File: src/rtl/wave_src_sequencer.sv
// Source sequencer for the 6-input waveform mux: auto round-robin scan or manual
// selection, with every source change preceded by a muted gap counted in sample ticks.
module wave_src_sequencer #(
  parameter int DWELL_W = 16,
  parameter int BLANK_W = 4
) (
  input  logic               clk,
  input  logic               rst,
  input  logic               start,
  input  logic               stop,
  input  logic               sample_tick,
  input  logic               auto_en,
  input  logic [2:0]         man_sel,
  input  logic [5:0]         en_mask,
  input  logic [DWELL_W-1:0] dwell,
  input  logic [BLANK_W-1:0] blank_len,
  output logic [2:0]         sel,
  output logic [2:0]         cur_src,
  output logic               active,
  output logic               switch_pulse,
  output logic               cfg_err
);

  localparam logic [2:0] SEL_MUTE = 3'd6;

  typedef enum logic [1:0] {
    S_IDLE,
    S_BLANK,
    S_PLAY
  } state_e;

  state_e             state_q, state_d;
  logic [2:0]         cur_src_q, cur_src_d;
  logic [DWELL_W-1:0] dwell_cnt_q, dwell_cnt_d;
  logic [DWELL_W-1:0] dwell_lim_q, dwell_lim_d;
  logic [BLANK_W-1:0] blank_cnt_q, blank_cnt_d;
  logic               mode_q, mode_d;
  logic [2:0]         sel_q, sel_d;
  logic               active_q, active_d;
  logic               switch_q, switch_d;
  logic               cfg_err_q, cfg_err_d;

  // First enabled source at or after 'from', wrapping 5 -> 0.
  function automatic logic [2:0] first_from(input logic [5:0] mask, input logic [2:0] from);
    logic found;
    int   p;
    first_from = from;
    found      = 1'b0;
    for (int k = 0; k < 6; k++) begin
      p = int'(from) + k;
      if (p >= 6) p = p - 6;
      if (!found && mask[p]) begin
        first_from = 3'(p);
        found      = 1'b1;
      end
    end
  endfunction

  logic [7:0]         mask8;
  logic               man_ok;
  logic               cur_en;
  logic [2:0]         next_src;
  logic [DWELL_W-1:0] dwell_lim_new;
  logic               commit, go_idle, restart_dwell;
  logic [2:0]         commit_src;

  // Indices 6 and 7 read as disabled, so an out-of-range man_sel is never valid.
  assign mask8         = {2'b00, en_mask};
  assign man_ok        = mask8[man_sel];
  assign cur_en        = mask8[cur_src_q];
  assign next_src      = first_from(en_mask, (cur_src_q == 3'd5) ? 3'd0 : cur_src_q + 3'd1);
  assign dwell_lim_new = (dwell == '0) ? '0 : dwell - DWELL_W'(1);

  // NOTE: every always_comb target gets a default before any branch; a path that
  // leaves one unassigned would infer a latch.
  always_comb begin
    state_d       = state_q;
    cur_src_d     = cur_src_q;
    dwell_cnt_d   = dwell_cnt_q;
    dwell_lim_d   = dwell_lim_q;
    blank_cnt_d   = blank_cnt_q;
    mode_d        = mode_q;
    switch_d      = 1'b0;
    cfg_err_d     = 1'b0;
    commit        = 1'b0;
    commit_src    = cur_src_q;
    go_idle       = 1'b0;
    restart_dwell = 1'b0;

    if (stop) begin
      go_idle = 1'b1;
    end else begin
      case (state_q)
        S_IDLE: begin
          if (start) begin
            mode_d = auto_en;
            if (auto_en ? (en_mask != 6'd0) : man_ok) begin
              commit     = 1'b1;
              commit_src = auto_en ? first_from(en_mask, 3'd0) : man_sel;
            end else begin
              cfg_err_d = 1'b1;
            end
          end
        end
        S_BLANK, S_PLAY: begin
          if (sample_tick) begin
            mode_d = auto_en;
            if (en_mask == 6'd0) begin
              go_idle = 1'b1;
            end else if (!cur_en) begin
              if (auto_en) begin
                commit     = 1'b1;
                commit_src = next_src;
              end else begin
                go_idle = 1'b1;
              end
            end else if (state_q == S_BLANK) begin
              blank_cnt_d = blank_cnt_q - BLANK_W'(1);
              if (blank_cnt_q == BLANK_W'(1)) state_d = S_PLAY;
            end else if (auto_en != mode_q) begin
              // A mode change only restarts the dwell count on this tick.
              restart_dwell = 1'b1;
            end else if (auto_en) begin
              if (dwell_cnt_q == dwell_lim_q) begin
                if (next_src != cur_src_q) begin
                  commit     = 1'b1;
                  commit_src = next_src;
                end else begin
                  restart_dwell = 1'b1;
                end
              end else begin
                dwell_cnt_d = dwell_cnt_q + DWELL_W'(1);
              end
            end else if (man_ok && (man_sel != cur_src_q)) begin
              commit     = 1'b1;
              commit_src = man_sel;
            end
          end
        end
        default: go_idle = 1'b1;
      endcase
    end

    if (commit) begin
      cur_src_d     = commit_src;
      switch_d      = 1'b1;
      blank_cnt_d   = blank_len;
      state_d       = (blank_len == '0) ? S_PLAY : S_BLANK;
      restart_dwell = 1'b1;
    end
    if (restart_dwell) begin
      dwell_cnt_d = '0;
      dwell_lim_d = dwell_lim_new;
    end
    if (go_idle) begin
      state_d     = S_IDLE;
      dwell_cnt_d = '0;
      blank_cnt_d = '0;
    end

    sel_d    = (state_d == S_PLAY) ? cur_src_d : SEL_MUTE;
    active_d = (state_d != S_IDLE);
  end

  // NOTE: sequential state uses non-blocking assignments so every register
  // samples the pre-edge values of the others.
  always_ff @(posedge clk or posedge rst) begin
    if (rst) begin
      state_q     <= S_IDLE;
      cur_src_q   <= 3'd0;
      dwell_cnt_q <= '0;
      dwell_lim_q <= '0;
      blank_cnt_q <= '0;
      mode_q      <= 1'b0;
      sel_q       <= SEL_MUTE;
      active_q    <= 1'b0;
      switch_q    <= 1'b0;
      cfg_err_q   <= 1'b0;
    end else begin
      state_q     <= state_d;
      cur_src_q   <= cur_src_d;
      dwell_cnt_q <= dwell_cnt_d;
      dwell_lim_q <= dwell_lim_d;
      blank_cnt_q <= blank_cnt_d;
      mode_q      <= mode_d;
      sel_q       <= sel_d;
      active_q    <= active_d;
      switch_q    <= switch_d;
      cfg_err_q   <= cfg_err_d;
    end
  end

  assign sel          = sel_q;
  assign cur_src      = cur_src_q;
  assign active       = active_q;
  assign switch_pulse = switch_q;
  assign cfg_err      = cfg_err_q;

endmodule

File: config.mk
export PLATFORM = sky130hd
export DESIGN_NAME = wave_src_sequencer
export DESIGN_NICKNAME = d
export VERILOG_FILES = /design/src/rtl/wave_src_sequencer.sv
export SDC_FILE = /design/constraint.sdc
export NUM_CORES = 1
export LEC_CHECK = 0
export ABC_CLOCK_PERIOD_IN_PS = 7600
export CORE_ASPECT_RATIO = 1.4
export CORE_MARGIN = 2
export CORE_UTILIZATION = 50
export DETAILED_ROUTE_END_ITERATION = 12
export HOLD_SLACK_MARGIN = 0.03
export PLACE_DENSITY = 0.71
export SYNTH_ARGS = -nofsm -noshare
export SYNTH_HDL_FRONTEND = slang
export SYNTH_SLANG_ARGS = --single-unit
File: constraint.sdc
create_clock -name clk -period 7.6 [get_ports clk]
set_input_delay 1.14 -clock clk [delete_from_list [all_inputs] [get_ports clk]]
set_output_delay 1.14 -clock clk [all_outputs]
set_load 0.05 [all_outputs]
==> summary.txt, run 1 <==
Outcome: finished clean
Top FF cell, synth: dfrtp_1
Vias: 4307
Fmax: 0.164 GHz
Number of vias per cell: 6.29
Setup WS post-layout: 1.49 ns
Cell family with most CP delay: simple AND/OR/NAND/NOR gates
Htree depth: 2
CP Class: reg -> reg
Slowest cell on crit path: dfrtp_1
Drt drc: 0
CTS clk-pin slew, worst paths: 0.07 ns
Final setup viols: 0
Largest net degree at the start of global routing: 49
RSZ-0062 raised after global routing: no
Syn Nets: 602
DP Wirelength: 9890 um
Hold Path Stages: 1
DRT iter0 DRCs: 239
GR Util All Layers: 0.253
Remaining antenna violation count: 0
Buffers on Ports: 43
Clock Latency Late Sink: 0.28 ns
Routed WL per cell: 18.4 um
Vias in the first global route: 4417
Die Wd: 86.1 um
Max-slew violation count: 0
R2r startpoint: cur_src[0]$_DFF_PP0_
Min-Delay Endpoint: dwell_lim_q[7]$_DFFE_PP0P_
First-pass GRT wire length: 20900 um
Post-CTS setup buffers: 0
Critical path, cell by cell: nor2b_1 > nor2_1 > inv_1 > ha_1 > nor4bb_1 > a211oi_2 > xnor2_2 > o211ai_1 > nand2_1 > o311ai_1 > a21oi_2 > xor2_2 > a41oi_2 > or3_1 > buf_4 > nor3_1
Post-synth top area share: 0.244
Worst endpoint required time: 7.72 ns
Layout cells sized above 1: 0.109
Worst Setup SP: cur_src[0]$_DFF_PP0_
Synth top area cells: dfrtp_1 (24%), xnor2_1 (7.4%), nor2_1 (4.8%)
Post-CTS Resized: 0
CP arrival: 6.23 ns
Post-Synthesis Cells: 554
Max Cap Viol: 0
Yosys Warn Count: 0
Final min period: 6.11 ns
R2R Path End: dwell_cnt_q[15]$_DFFE_PP0P_
Slew margin rel.: 0.366
CTS tree: built
Worst-margin pin slew: 0.950 ns
VDD IR max: 0.186 mV
Layout overhead on the synthesized area: 12.3%
Die Y: 119 um
Slowest Stage Delay on Critical Path: 0.87 ns
Area leader, netlist: dfrtp_1
Crit-path max FO: 24
Diode count: 0
Pleak: 0.00205 uW
Hold crit path type: reg -> reg
Io pins: 44
EDFF count, synth: 0
Core Footprint: 0.00908 mm^2
Setup TNS: 0 ns
Num CTS Buffers: 5
Total Power: 2080 uW
Maximum clock path buffer count: 2
Initial antenna violation count: 0
CTS root buf: clkbuf_16
Critical Path Source Type: flip-flop
Clock sink count: 48
Hold buffer count at CTS: 0
DRT Wirelength: 12600 um
Synthesis-stage register bit count: 48
Period utilization: 0.804
Row count: 41
CP Capture Type: flip-flop
Cell depth of the worst flop-to-flop path: 16
Setup Skew: 0.00336 ns
Starting density of the core: 0.519
Die footprint: 0.0102 mm^2
Hold_sp: dwell_lim_q[7]$_DFFE_PP0P_
Routability cong.: 1.01
Worst path bufs/invs: 2
Post-synthesis cell type count: 82
Synthesized area per cell: 8.51 um^2
R2R setup slack: 1.49 ns
DR pass1 iterations: 8
Layout net count: 625
PwrDens: 393 mW/mm^2
Asr flop ratio synth: 1.00
Seq/Total Area, Yosys: 0.255
Total global routing overflow: 0
Fin. Hold Viols: 0
Mapped Area: 0.00471 mm^2
DP Worst Slack: 1.57 ns
-- cell usage in the layout (no fill, tap or decap), types with 5 or more instances in the layout --
master / synthesis / final
and3_1: 5 / 5
buf_4: 3 / 6
nand3_1: 10 / 10
nor2b_1: 7 / 7
nor3_1: 34 / 34
xnor2_1: 40 / 40
ha_1: 13 / 13
o21ai_0: 27 / 27
mux2i_1: 14 / 14
clkbuf_16: 0 / 5
a211oi_1: 5 / 5
nor2_1: 60 / 60
a21oi_1: 16 / 16
mux2_4: 14 / 14
clkdlybuf4s50_1: 0 / 43
nand2b_1: 11 / 11
xor2_1: 15 / 15
a31oi_1: 5 / 5
nand4_1: 9 / 9
dfrtp_1: 46 / 46
nand2_1: 40 / 40
nor4_1: 14 / 14
a311oi_1: 5 / 5
inv_1: 19 / 18
mux2_2: 5 / 5
-- power breakdown --
| group | total, uW | internal (uW) | leakage, uW | switching, uW |
|---|---|---|---|---|
| Clock | 249 | 155 | 0.0000798 | 94.0 |
| Combinational | 1440 | 600 | 0.00134 | 836 |
| Sequential | 394 | 323 | 0.000625 | 71.3 |
-- per-stage QoR --
| step | util | cell area (um^2) | hold slack, ns | instances |
|---|---|---|---|---|
| 3_5_place_dp | 0.564 | 5120 | 0.515 | 677 |
| 6_report | 0.583 | 5290 | 0.537 | 685 |
| 2_1_floorplan | - | 4710 | 0.502 | 554 |
| 4_1_cts | 0.583 | 5290 | 0.537 | 685 |
| 5_1_grt | 0.583 | 5290 | 0.558 | 685 |
| 3_3_place_gp | 0.564 | 5120 | 0.514 | 677 |
-- kinds of logic after synthesis --
group           after synthesis  share of synthesized area
xor+xnor                     58                      0.115
mux                          35                     0.0958
buf+inv                      53                     0.0581
simple gates                229                      0.256
fa+ha+maj                    13                     0.0345
compound gates              118                      0.185
flops                        48                      0.255
-- sequential cells by signal, indices dropped and copies added (netlist names) --
register      flops
blank_cnt_q       4
dwell_cnt_q      16
active            1
sel               3
cur_src           3
dwell_lim_q      16
switch_pulse      1
mode_q            1
cfg_err           1
state_q           2
-- final cells by class --
type | count | area, um^2
sequential | 48 | 1200
clock buffer | 5 | 125
timing repair buffer | 49 | 475
tap | 107 | 134
inverter | 20 | 75.1
multi-input combinational | 453 | 3240
clock inverter | 3 | 42.5
fill | 817 | 3790
-- how the worst max path moves through the flow --
stage / slack (ns) / cells after the start / to
floorplan: 2.90 / 20 / dwell_lim_q[0]$_DFFE_PP0P_
global placement: 1.84 / 16 / dwell_cnt_q[5]$_DFFE_PP0P_
detailed placement: 1.57 / 16 / dwell_cnt_q[15]$_DFFE_PP0P_
CTS: 1.53 / 16 / dwell_cnt_q[15]$_DFFE_PP0P_
global route: 0.96 / 16 / dwell_cnt_q[15]$_DFFE_PP0P_
finish: 1.49 / 16 / dwell_cnt_q[15]$_DFFE_PP0P_
-- synthesized netlist by cell type, types with 7 or more instances --
| cell type | instances |
|---|---|
| nor2_1 | 60 |
| dfrtp_1 | 46 |
| nand2_1 | 40 |
| xnor2_1 | 40 |
| nor3_1 | 34 |
| o21ai_0 | 27 |
| inv_1 | 19 |
| a21oi_1 | 16 |
| xor2_1 | 15 |
| clkbuf_1 | 14 |
| mux2_4 | 14 |
| mux2i_1 | 14 |
| nor4_1 | 14 |
| ha_1 | 13 |
| nand2b_1 | 11 |
| nand3_1 | 10 |
| buf_2 | 9 |
| nand4_1 | 9 |
| buf_6 | 7 |
| nor2b_1 | 7 |
-- per-layer routing --
layer  global-route usage  up-vias  routed length (um)  part of all wire
li1                     -     2056                   -                 -
met1                0.256     2070                4480              0.36
met2                0.484      134                7100              0.56
met3               0.0284       47                 363             0.029
met4                0.141        0                 657             0.052
met5                    0        -                   0                 0
-- worst reg2reg max path, delay by kind of cell (launching register included) --
kind | cells | cell delay (ns)
compound gates | 5 | 1.57
simple gates | 6 | 2.10
xor+xnor | 2 | 0.35
flops | 1 | 0.87
buf+inv | 2 | 0.50
fa+ha+maj | 1 | 0.55
(Power assumes the default switching activity.)
==> run 2, diff against run 1 <==
- ABC_CLOCK_PERIOD_IN_PS: 7600 -> 5400
- PLACE_DENSITY: 0.71 -> 0.74
- clock period: 7.6 -> 5.4 ns (I/O delays scaled with it)
==> run 2 against run 1 <==
Effect of this change:
- hold slack improved by 0.0095 ns
- sequential share of layout area decreased by 0.12 points
- routed wire length increased by 1.9%
- largest power group unchanged
- fmax increased by 29%
- setup slack got worse by 0.81 ns
- flip-flop and latch count unchanged
- critical path type unchanged
- first-iteration DRC count increased by 7.1%
- critical endpoint is now dwell_lim_q[9]$_DFFE_PP0P_
- total power increased by 41%
==> summary.txt, run 2 (synthesis results as in run 1) <==
Die footprint: 0.0102 mm^2 (unchanged)
Final min period: 4.72 ns (was 6.11 ns)
Util after Layout: 0.586 (was 0.583)
Clock sink count: 48 (unchanged)
Routability cong.: 0.981 (was 1.01)
CTS tree: built (unchanged)
Num CTS Buffers: 5 (unchanged)
Routed WL per cell: 18.6 um (was 18.4 um)
Total global routing overflow: 0 (unchanged)
DR pass1 iterations: 5 (was 8)
Fin. Hold Viols: 0 (unchanged)
Drt drc: 0 (unchanged)
Clock Latency Late Sink: 0.29 ns (was 0.28 ns)
Buffers on Ports: 43 (unchanged)
Largest net degree at the start of global routing: 49 (unchanged)
Remaining antenna violation count: 0 (unchanged)
Setup Skew: 0.00781 ns (was 0.00336 ns)
DRT iter0 DRCs: 256 (was 239)
Hold buffer count at CTS: 0 (unchanged)
Slew margin rel.: 0.333 (was 0.366)
Initial antenna violation count: 0 (unchanged)
Worst-margin pin slew: 1.00 ns (was 0.950 ns)
CP Class: reg -> reg (unchanged)
Diode count: 0 (unchanged)
CP Capture Type: flip-flop (unchanged)
CP arrival: 4.89 ns (was 6.23 ns)
Layout net count: 631 (was 625)
Vias in the first global route: 4475 (was 4417)
Cell depth of the worst flop-to-flop path: 16 (unchanged)
CTS clk-pin slew, worst paths: 0.07 ns (about the same)
R2R setup slack: 0.68 ns (was 1.49 ns)
Commonest cells after routing, fill and taps aside: nor2_1 (60), dfrtp_1 (46), clkdlybuf4s50_1 (43), nand2_1 (40), xnor2_1 (40) (unchanged)
DRT Wirelength: 12800 um (was 12600 um)
Max-slew violation count: 0 (unchanged)
Number of vias per cell: 6.25 (was 6.29)
Row count: 41 (unchanged)
Worst endpoint required time: 5.57 ns (was 7.72 ns)
Core Footprint: 0.00908 mm^2 (unchanged)
Fmax: 0.212 GHz (was 0.164 GHz)
Vias: 4317 (was 4307)
Critical Path Source Type: flip-flop (unchanged)
CTS root buf: clkbuf_16 (unchanged)
Io pins: 44 (unchanged)
Post-CTS setup buffers: 0 (unchanged)
Post-CTS Resized: 0 (unchanged)
Pleak: 0.00207 uW (was 0.00205 uW)
VDD IR max: 0.335 mV (was 0.186 mV)
Largest regs: dwell_cnt_q x16, dwell_lim_q x16, blank_cnt_q x4 (unchanged)
R2r startpoint: cur_src[0]$_DFF_PP0_ (unchanged)
Worst Setup SP: cur_src[0]$_DFF_PP0_ (unchanged)
Htree depth: 2 (unchanged)
PwrDens: 553 mW/mm^2 (was 393 mW/mm^2)
Final setup viols: 0 (unchanged)
Layout cells sized above 1: 0.118 (was 0.109)
Outcome: finished clean (unchanged)
Max Cap Viol: 0 (unchanged)
Layout overhead on the synthesized area: 12.8% (was 12.3%)
Starting density of the core: 0.519 (unchanged)
R2R Path End: dwell_lim_q[9]$_DFFE_PP0P_ (was dwell_cnt_q[15]$_DFFE_PP0P_)
Setup TNS: 0 ns (unchanged)
First-pass GRT wire length: 21300 um (was 20900 um)
DP Wirelength: 9840 um (was 9890 um)
Commonest non-fill, non-tap cell in the layout: nor2_1 (unchanged)
Maximum clock path buffer count: 2 (unchanged)
Die Wd: 86.1 um (unchanged)
Hold crit path type: reg -> reg (unchanged)
RSZ-0062 raised after global routing: no (unchanged)
Worst Setup EP: dwell_lim_q[9]$_DFFE_PP0P_ (was dwell_cnt_q[15]$_DFFE_PP0P_)
GR Util All Layers: 0.259 (was 0.253)
Crit-path max FO: 32 (was 24)
Die Y: 119 um (unchanged)
Period utilization: 0.874 (was 0.804)
==> run 2: layout make-up <==
type / instances / area (um^2)
Clock buffer: 5 / 125
Clock inverter: 3 / 25.0
Fill cell: 817 / 3760
Inverter: 20 / 75.1
Multi-Input combinational cell: 453 / 3240
Sequential cell: 48 / 1200
Tap cell: 107 / 134
Timing Repair Buffer: 55 / 520
==> run 2: routing by layer <==
layer	up-vias	GRT usage	wire, um
li1	2067	-	-
met1	2059	0.291	4840
met2	144	0.465	6910
met3	47	0.0243	441
met4	0	0.151	652
met5	-	0	0
==> run 2: power by group <==
| part | switching [uW] | internal [uW] |
|---|---|---|
| clock network | 142 | 175 |
| logic | 1200 | 880 |
| registers | 85.1 | 454 |
==> run 2: worst min-delay path by stage <==
stage,cells after the start,end,start,slack (ns)
after floorplan,1,dwell_lim_q[6]$_DFFE_PP0P_,dwell_lim_q[6]$_DFFE_PP0P_,0.50
after global placement,1,dwell_lim_q[7]$_DFFE_PP0P_,dwell_lim_q[7]$_DFFE_PP0P_,0.52
after detailed placement,1,dwell_lim_q[1]$_DFFE_PP0P_,dwell_lim_q[1]$_DFFE_PP0P_,0.52
after CTS,1,dwell_lim_q[1]$_DFFE_PP0P_,dwell_lim_q[1]$_DFFE_PP0P_,0.54
after global routing,1,dwell_lim_q[6]$_DFFE_PP0P_,dwell_lim_q[6]$_DFFE_PP0P_,0.56
final,1,dwell_lim_q[1]$_DFFE_PP0P_,dwell_lim_q[1]$_DFFE_PP0P_,0.55
==> run 2: critical path, stage by stage, from the launching register on <==
cell and delay, ns:
dfrtp_1 0.43, buf_4 0.33, buf_4 0.29, inv_1 0.15, ha_1 0.37, and2_0 0.22
o211ai_1 0.24, o2111a_1 0.32, nor2_1 0.11, or3_4 0.41, o21ai_1 0.21, a21oi_2 0.10
xor2_2 0.23, a41oi_2 0.16, or3_1 0.37, buf_4 0.28, mux2_4 0.34
==> run 2: metrics by stage <==
stage / cell area, um^2 / hold WS [ns] / setup slack [ns] / std cells / total power, uW
after floorplan: 4710 / 0.502 / 0.703 / 554 / 2150
after global placement: 5170 / 0.516 / 0.748 / 683 / 2570
after detailed placement: 5170 / 0.518 / 0.730 / 683 / 2590
after CTS: 5320 / 0.545 / 0.706 / 691 / 2920
after global routing: 5320 / 0.563 / 0.279 / 691 / 3150
final: 5320 / 0.546 / 0.680 / 691 / 2940
